## config.mk

```make
export PLATFORM = sky130hd
export DESIGN_NAME = winograd_input_transform_unit
export DESIGN_NICKNAME = d
export VERILOG_FILES = /design/src/rtl/winograd_pkg.sv /design/src/rtl/winograd_bt_vec6.sv /design/src/rtl/winograd_input_transform_unit.sv
export SDC_FILE = /design/constraint.sdc
export NUM_CORES = 2
export LEC_CHECK = 0
export ABC_AREA = 1
export CAP_MARGIN = 5
export CORE_AREA = 2 2 558 560
export CTS_BUF_LIST = sky130_fd_sc_hd__clkbuf_16
export DETAILED_ROUTE_END_ITERATION = 8
export DIE_AREA = 0 0 560 562
export SLEW_MARGIN = 20
export SYNTH_ARGS = -nofsm -noshare
export SYNTH_HDL_FRONTEND = slang
export SYNTH_SLANG_ARGS = --single-unit
export TNS_END_PERCENT = 10
```

## constraint.sdc

```tcl
create_clock -name clk -period 6.2 [get_ports clk]
set_clock_uncertainty 0.05 [all_clocks]
set_input_delay 1.24 -clock clk [delete_from_list [all_inputs] [get_ports clk]]
set_output_delay 1.24 -clock clk [all_outputs]
set_load 0.02 [all_outputs]
```

## src/rtl/winograd_pkg.sv

```systemverilog
// winograd_pkg
// Constants and types shared by the Winograd F(4x4,3x3) transform units
// (winograd_input_transform_unit and kernel_transform_unit).
//   TILE / KERNEL / OUT_TILE : tile geometry
//   BT_GAIN_BITS             : headroom for one B^T pass (|gain| <= 10)
//   BTB_GAIN_BITS            : headroom for B^T.d.B (|gain| <= 100)
//   wit_state_t              : input-transform FSM states
package winograd_pkg;

    localparam int TILE          = 6;
    localparam int KERNEL        = 3;
    localparam int OUT_TILE      = 4;

    localparam int BT_GAIN_BITS  = 4;
    localparam int BTB_GAIN_BITS = 8;

    // Last value of the 3-bit column/row index.
    localparam logic [2:0] IDX_LAST = 3'(TILE - 1);

    typedef enum logic [1:0] {
        IDLE = 2'd0,
        COL  = 2'd1,
        ROW  = 2'd2
    } wit_state_t;

endpackage

```

## src/rtl/winograd_bt_vec6.sv

```systemverilog
// winograd_bt_vec6
// Combinational 6-point B^T product, r = B^T . x, built from shifts and adds.
// Inputs are sign-extended to OUT_W before any arithmetic so that no
// intermediate term can overflow.
//   x[0:5] : IN_W signed input vector
//   r[0:5] : OUT_W signed result vector
module winograd_bt_vec6 #(
    parameter int IN_W  = 20,
    parameter int OUT_W = 24
) (
    input  logic signed [IN_W-1:0]  x [0:5],
    output logic signed [OUT_W-1:0] r [0:5]
);

    logic signed [OUT_W-1:0] e [0:5];

    always_comb begin
        for (int i = 0; i < 6; i++) begin
            e[i] = OUT_W'(x[i]);
        end
    end

    always_comb begin
        r[0] =  (e[0] <<< 2) - (e[2] <<< 2) - e[2] + e[4];
        r[1] = -(e[1] <<< 2) - (e[2] <<< 2) + e[3] + e[4];
        r[2] =  (e[1] <<< 2) - (e[2] <<< 2) - e[3] + e[4];
        r[3] = -(e[1] <<< 1) - e[2] + (e[3] <<< 1) + e[4];
        r[4] =  (e[1] <<< 1) - e[2] - (e[3] <<< 1) + e[4];
        r[5] =  (e[1] <<< 2) - (e[3] <<< 2) - e[3] + e[5];
    end

endmodule

```

## src/rtl/winograd_input_transform_unit.sv

```systemverilog
// winograd_input_transform_unit
// Winograd F(4x4,3x3) input transform V = B^T . d . B on a 6x6 tile.
// A single B^T datapath is reused: six column passes build t = B^T . d,
// then six row passes write tile_out[idx][:] = B^T . t[idx][:] (row idx of t.B).
//   clk, rst_n     : clock, async active-low reset
//   start          : request a transform (only honoured in IDLE)
//   tile_in        : 6x6 DATA_W signed tile, captured on the accepting edge
//   tile_out       : 6x6 (DATA_W+8) signed result, rewritten row by row
//   busy           : high while a transform is in flight
//   transform_done : one-cycle pulse, tile_out complete and stable
//
// state | meaning
// IDLE  | waiting for start; tile_out holds the last result
// COL   | column pass idx: t[:,idx] <= B^T . d[:,idx]
// ROW   | row pass idx: tile_out[idx][:] <= B^T . t[idx][:]
module winograd_input_transform_unit
    import winograd_pkg::*;
#(
    parameter int DATA_W = 16
) (
    input  logic                                  clk,
    input  logic                                  rst_n,
    input  logic                                  start,
    input  logic signed [DATA_W-1:0]              tile_in  [0:TILE-1][0:TILE-1],
    output logic signed [DATA_W+BTB_GAIN_BITS-1:0] tile_out [0:TILE-1][0:TILE-1],
    output logic                                  busy,
    output logic                                  transform_done
);

    localparam int MID_W = DATA_W + BT_GAIN_BITS;
    localparam int OUT_W = DATA_W + BTB_GAIN_BITS;

    wit_state_t state_q, state_d;
    logic [2:0] idx_q;
    logic       idx_last;
    logic       capture, col_en, row_en, finish;

    logic signed [DATA_W-1:0] d_q [0:TILE-1][0:TILE-1];
    logic signed [MID_W-1:0]  t_q [0:TILE-1][0:TILE-1];
    logic signed [MID_W-1:0]  vec_in  [0:5];
    logic signed [OUT_W-1:0]  vec_out [0:5];

    assign idx_last = (idx_q == IDX_LAST);

    // State register
    always_ff @(posedge clk or negedge rst_n) begin
        if (!rst_n) begin
            state_q <= IDLE;
        end else begin
            state_q <= state_d;
        end
    end

    // Next-state logic
    always_comb begin
        state_d = state_q;
        case (state_q)
            IDLE:    if (start)    state_d = COL;
            COL:     if (idx_last) state_d = ROW;
            ROW:     if (idx_last) state_d = IDLE;
            default:               state_d = IDLE;
        endcase
    end

    // FSM outputs
    always_comb begin
        capture = (state_q == IDLE) && start;
        col_en  = (state_q == COL);
        row_en  = (state_q == ROW);
        finish  = row_en && idx_last;
        busy    = (state_q != IDLE);
    end

    always_ff @(posedge clk or negedge rst_n) begin
        if (!rst_n) begin
            idx_q          <= '0;
            transform_done <= 1'b0;
        end else begin
            transform_done <= finish;
            if (capture) begin
                idx_q <= '0;
            end else if (col_en || row_en) begin
                idx_q <= idx_last ? 3'd0 : idx_q + 3'd1;
            end
        end
    end

    // Shared datapath input: a d column during COL, a t row otherwise.
    always_comb begin
        for (int i = 0; i < TILE; i++) begin
            if (state_q == COL) begin
                vec_in[i] = MID_W'(d_q[i][idx_q]);
            end else begin
                vec_in[i] = t_q[idx_q][i];
            end
        end
    end

    winograd_bt_vec6 #(
        .IN_W  (MID_W),
        .OUT_W (OUT_W)
    ) u_bt (
        .x (vec_in),
        .r (vec_out)
    );

    always_ff @(posedge clk or negedge rst_n) begin
        if (!rst_n) begin
            for (int i = 0; i < TILE; i++) begin
                for (int j = 0; j < TILE; j++) begin
                    d_q[i][j]      <= '0;
                    t_q[i][j]      <= '0;
                    tile_out[i][j] <= '0;
                end
            end
        end else begin
            if (capture) begin
                d_q <= tile_in;
            end
            // A column pass never exceeds MID_W, so the top bits are pure sign.
            if (col_en) begin
                for (int i = 0; i < TILE; i++) begin
                    t_q[i][idx_q] <= vec_out[i][MID_W-1:0];
                end
            end
            if (row_en) begin
                for (int i = 0; i < TILE; i++) begin
                    tile_out[idx_q][i] <= vec_out[i];
                end
            end
        end
    end

endmodule

```

==> flow_summary.ini <==
[outcome]
outcome = completed

[timing]
report.final.slew_viol_count = 0
period_share_pct = 97.4
clock.fmax_mhz = 166
min_period_ns = 6.04
setup_viol = 0
worst_slack_ns = 0.161
worst_slew_pin_slew_ns = 1.25
maxSlewHeadroom_pct = 16.5
finalHoldViolCount = 0

[floorplan]
core_um2 = 308000
dieHeight_um = 562
io_pins = 1445
row_count = 204
die_x_um = 560
dieArea_um2 = 315000
initial_utilization_pct = 33.7

[logic_synthesis]
synthArstFlopShare_pct = 100
synthDistinctLibCells = 47
ys.flop_type = dfrtp_1
synth_edf_count = 0
seq_area_frac_synth_pct = 51.9
syn_area_um2 = 104000
synth-seq-cells = 2154
synthCells = 12600
synth_warnings = 0
syn_nets = 13600
avgSynthCellArea_um2 = 8.21

[finish]
nets = 15000
drive_gt1_share_pct = 6.79
area_growth_pct = 28.7

[critical_path]
path_class = flop to flop
rr_endpoint = t_q[538]
endpoint_kind = flop
worstSetupStartpointType = flop
slowest_delay_ns = 0.53
r2r-start = idx_q[0]
rrSetupSlack_ns = 0.16
rr_worst_depth = 24
cp_common_cell = nand2_1
crit_path_cell_trace = nor2_4, buf_12, buf_16, nand2_1, nand3_1, a21oi_1, o21ai_1, nand2_1, inv_1, buf_4, fa_1, fa_1, inv_1, ha_1, nand2_1, nor2_1, nand3_1, nand3_1, nand2_1, nand2_1, nand2_1, buf_4, nand3_1, nand2_1
arrival_ns = 6.73
cp_max_fo = 80
critPathSlowestCell = fa_1
cp.required_ns = 6.89

[clocking]
cts_buffer_depth = 4
cts.sinks = 2154
clock_latency_ns = 0.97
htree_levels = 4
cts_made_buffers = 242
postCtsHoldBufs = 0
cts_tree = yes
path_clk_slew_ns = 0.06
clock_tree.root_cell = clkbuf_16

[detailed_routing]
viasPerCell = 5.19
wl_per_cell_um = 26.5
wl_mm = 487
detail-route-antenna-nets = 0
drt_iter0_drc = 11400
num_vias = 95300
firstDrtPassIters = 9
drc = 0

[placed_design]
place_ws_ns = -0.162
io_buffers = 1444
place.gp.congestion = 0.999
dpl.hpwl_mm = 356

[worst_hold_path]
hold_path.class = primary input to async pin

[run]
drv_cap = 0

[global_route]
grt_remaining_overflow = 0
grt_first_pass_wirelength_mm = 687
grt_pass1_vias = 91700
grt_max_degree = 217
antenna_found_initial = 57
track_usage_pct = 30.2
## cells in the mapped netlist (42+ instances only)
cell,instances,area [µm²]
inv_1,740,2780
a22oi_1,207,1550
o21ai_1,228,1140
nor2_1,184,691
nand2_1,5691,21400
nand3b_1,43,323
o21ai_0,827,4140
a21oi_1,172,861
buf_2,247,1240
nand4_1,103,644
nand3_1,842,4210
fa_1,243,4860
buf_1,44,165
ha_1,145,1810
clkbuf_1,482,1810
dfrtp_1,2154,53900
xnor2_1,42,368
## per-stage QoR
stage / area (µm²) / hold WS, ns / setup TNS, ns / cells / utilization [%]
5_1_grt: 134000 / 0.379 / -0.0801 / 18400 / 43.4
6_report: 134000 / 0.355 / 0 / 18400 / 43.4
4_1_cts: 133000 / 0.325 / 0 / 18300 / 43.3
2_1_floorplan: 104000 / 0.393 / 0 / 12600 / -
3_3_place_gp: 126000 / 0.406 / -0.246 / 17900 / 40.8
3_5_place_dp: 126000 / 0.407 / -3.05 / 17900 / 40.8
## logic make-up (layout without fill, tap and decap cells)
logic type / after synthesis / in the layout / share of synthesized area, %
AOI/OAI and AO/OA: 1576 / 1576 / 8.59
xor gates and xnor gates: 57 / 57 / 0.481
adders and majority gates: 388 / 388 / 6.43
buffers and inverters: 1567 / 3157 / 6.09
DFF: 2154 / 2154 / 51.9
other: 0 / 19 / 0
and+or+nand+nor: 6906 / 6906 / 26.5
## routing by layer
metal  global-route usage, %  share of wire, %
met5                       0             0.041
met4                    12.8               4.8
met3                    7.46               9.6
met2                    47.4                45
met1                    39.7                41
## final cells by class
class                   count  area (µm²)
well taps                4120        5150
inverters                 764        2970
diodes                     19        47.5
multi-input cells        8927       44300
clock buffers             244        6110
repair buffers           1950       19700
clock inverters           199        1550
flip-flops and latches   2154       53900
fillers                 31100      175000
## worst max path at each step
| stage | from | endpoint | slack (ns) | cells past startpoint |
|---|---|---|---|---|
| after detailed placement | state_q[1] | tile_out[524] | -0.16 | 21 |
| after floorplan | state_q[1] | t_q[496] | 1.54 | 22 |
| after global routing | idx_q[1] | tile_out[332] | -0.02 | 25 |
| after global placement | state_q[1] | tile_out[236] | -0.04 | 21 |
| after CTS | state_q[1] | t_q[538] | 0.02 | 21 |
| final | idx_q[0] | t_q[538] | 0.16 | 24 |
## critical path: cells and delay by family, from the launching register on
kind	cells	cell delay, ns
adders and majority gates	3	1.37
DFF	1	0.49
AOI/OAI and AO/OA	2	0.46
and+or+nand+nor	13	1.96
buffers and inverters	6	1.31
## cells in the final DEF, fill, tap and decap left out, drive strengths merged, types with 2 or more instances in the layout
| cell type | n |
|---|---|
| o21ai | 1055 |
| or2 | 3 |
| xnor2 | 42 |
| nand4 | 103 |
| nor2 | 198 |
| clkinv | 108 |
| o21bai | 8 |
| ha | 145 |
| clkdlybuf4s50 | 1443 |
| diode | 19 |
| o211ai | 2 |
| nand3b | 43 |
| bufinv | 19 |
| a22oi | 210 |
| inv | 825 |
| a21oi | 172 |
| clkbuf | 244 |
| o2111ai | 2 |
| nand2 | 5695 |
| a21o | 6 |
| nor3 | 15 |
| and2 | 3 |
| nor4 | 4 |
| o2bb2ai | 8 |
| o22ai | 12 |
| dfrtp | 2154 |
| a22o | 41 |
| a41oi | 5 |
| a221oi | 46 |
| xor2 | 15 |
| clkinvlp | 11 |
| buf | 507 |
| nand3 | 842 |
| fa | 243 |
| a31oi | 5 |
## sequential cells by signal (all words and copies together) (netlist names)
register / cells
state_q: 2
transform_done: 1
idx_q: 3
t_q: 714
tile_out: 858
d_q: 576
## what timing repair did
item,in CTS,in global routing
endpoints found under the setup margin,96,623
pin swaps,0,4
resized for setup,2,33
setup buffers,0,12
endpoints found under the hold margin,0,0
Power is not shown: default switching activity piles up to over one toggle a cycle in this logic, so the estimate is an artifact.
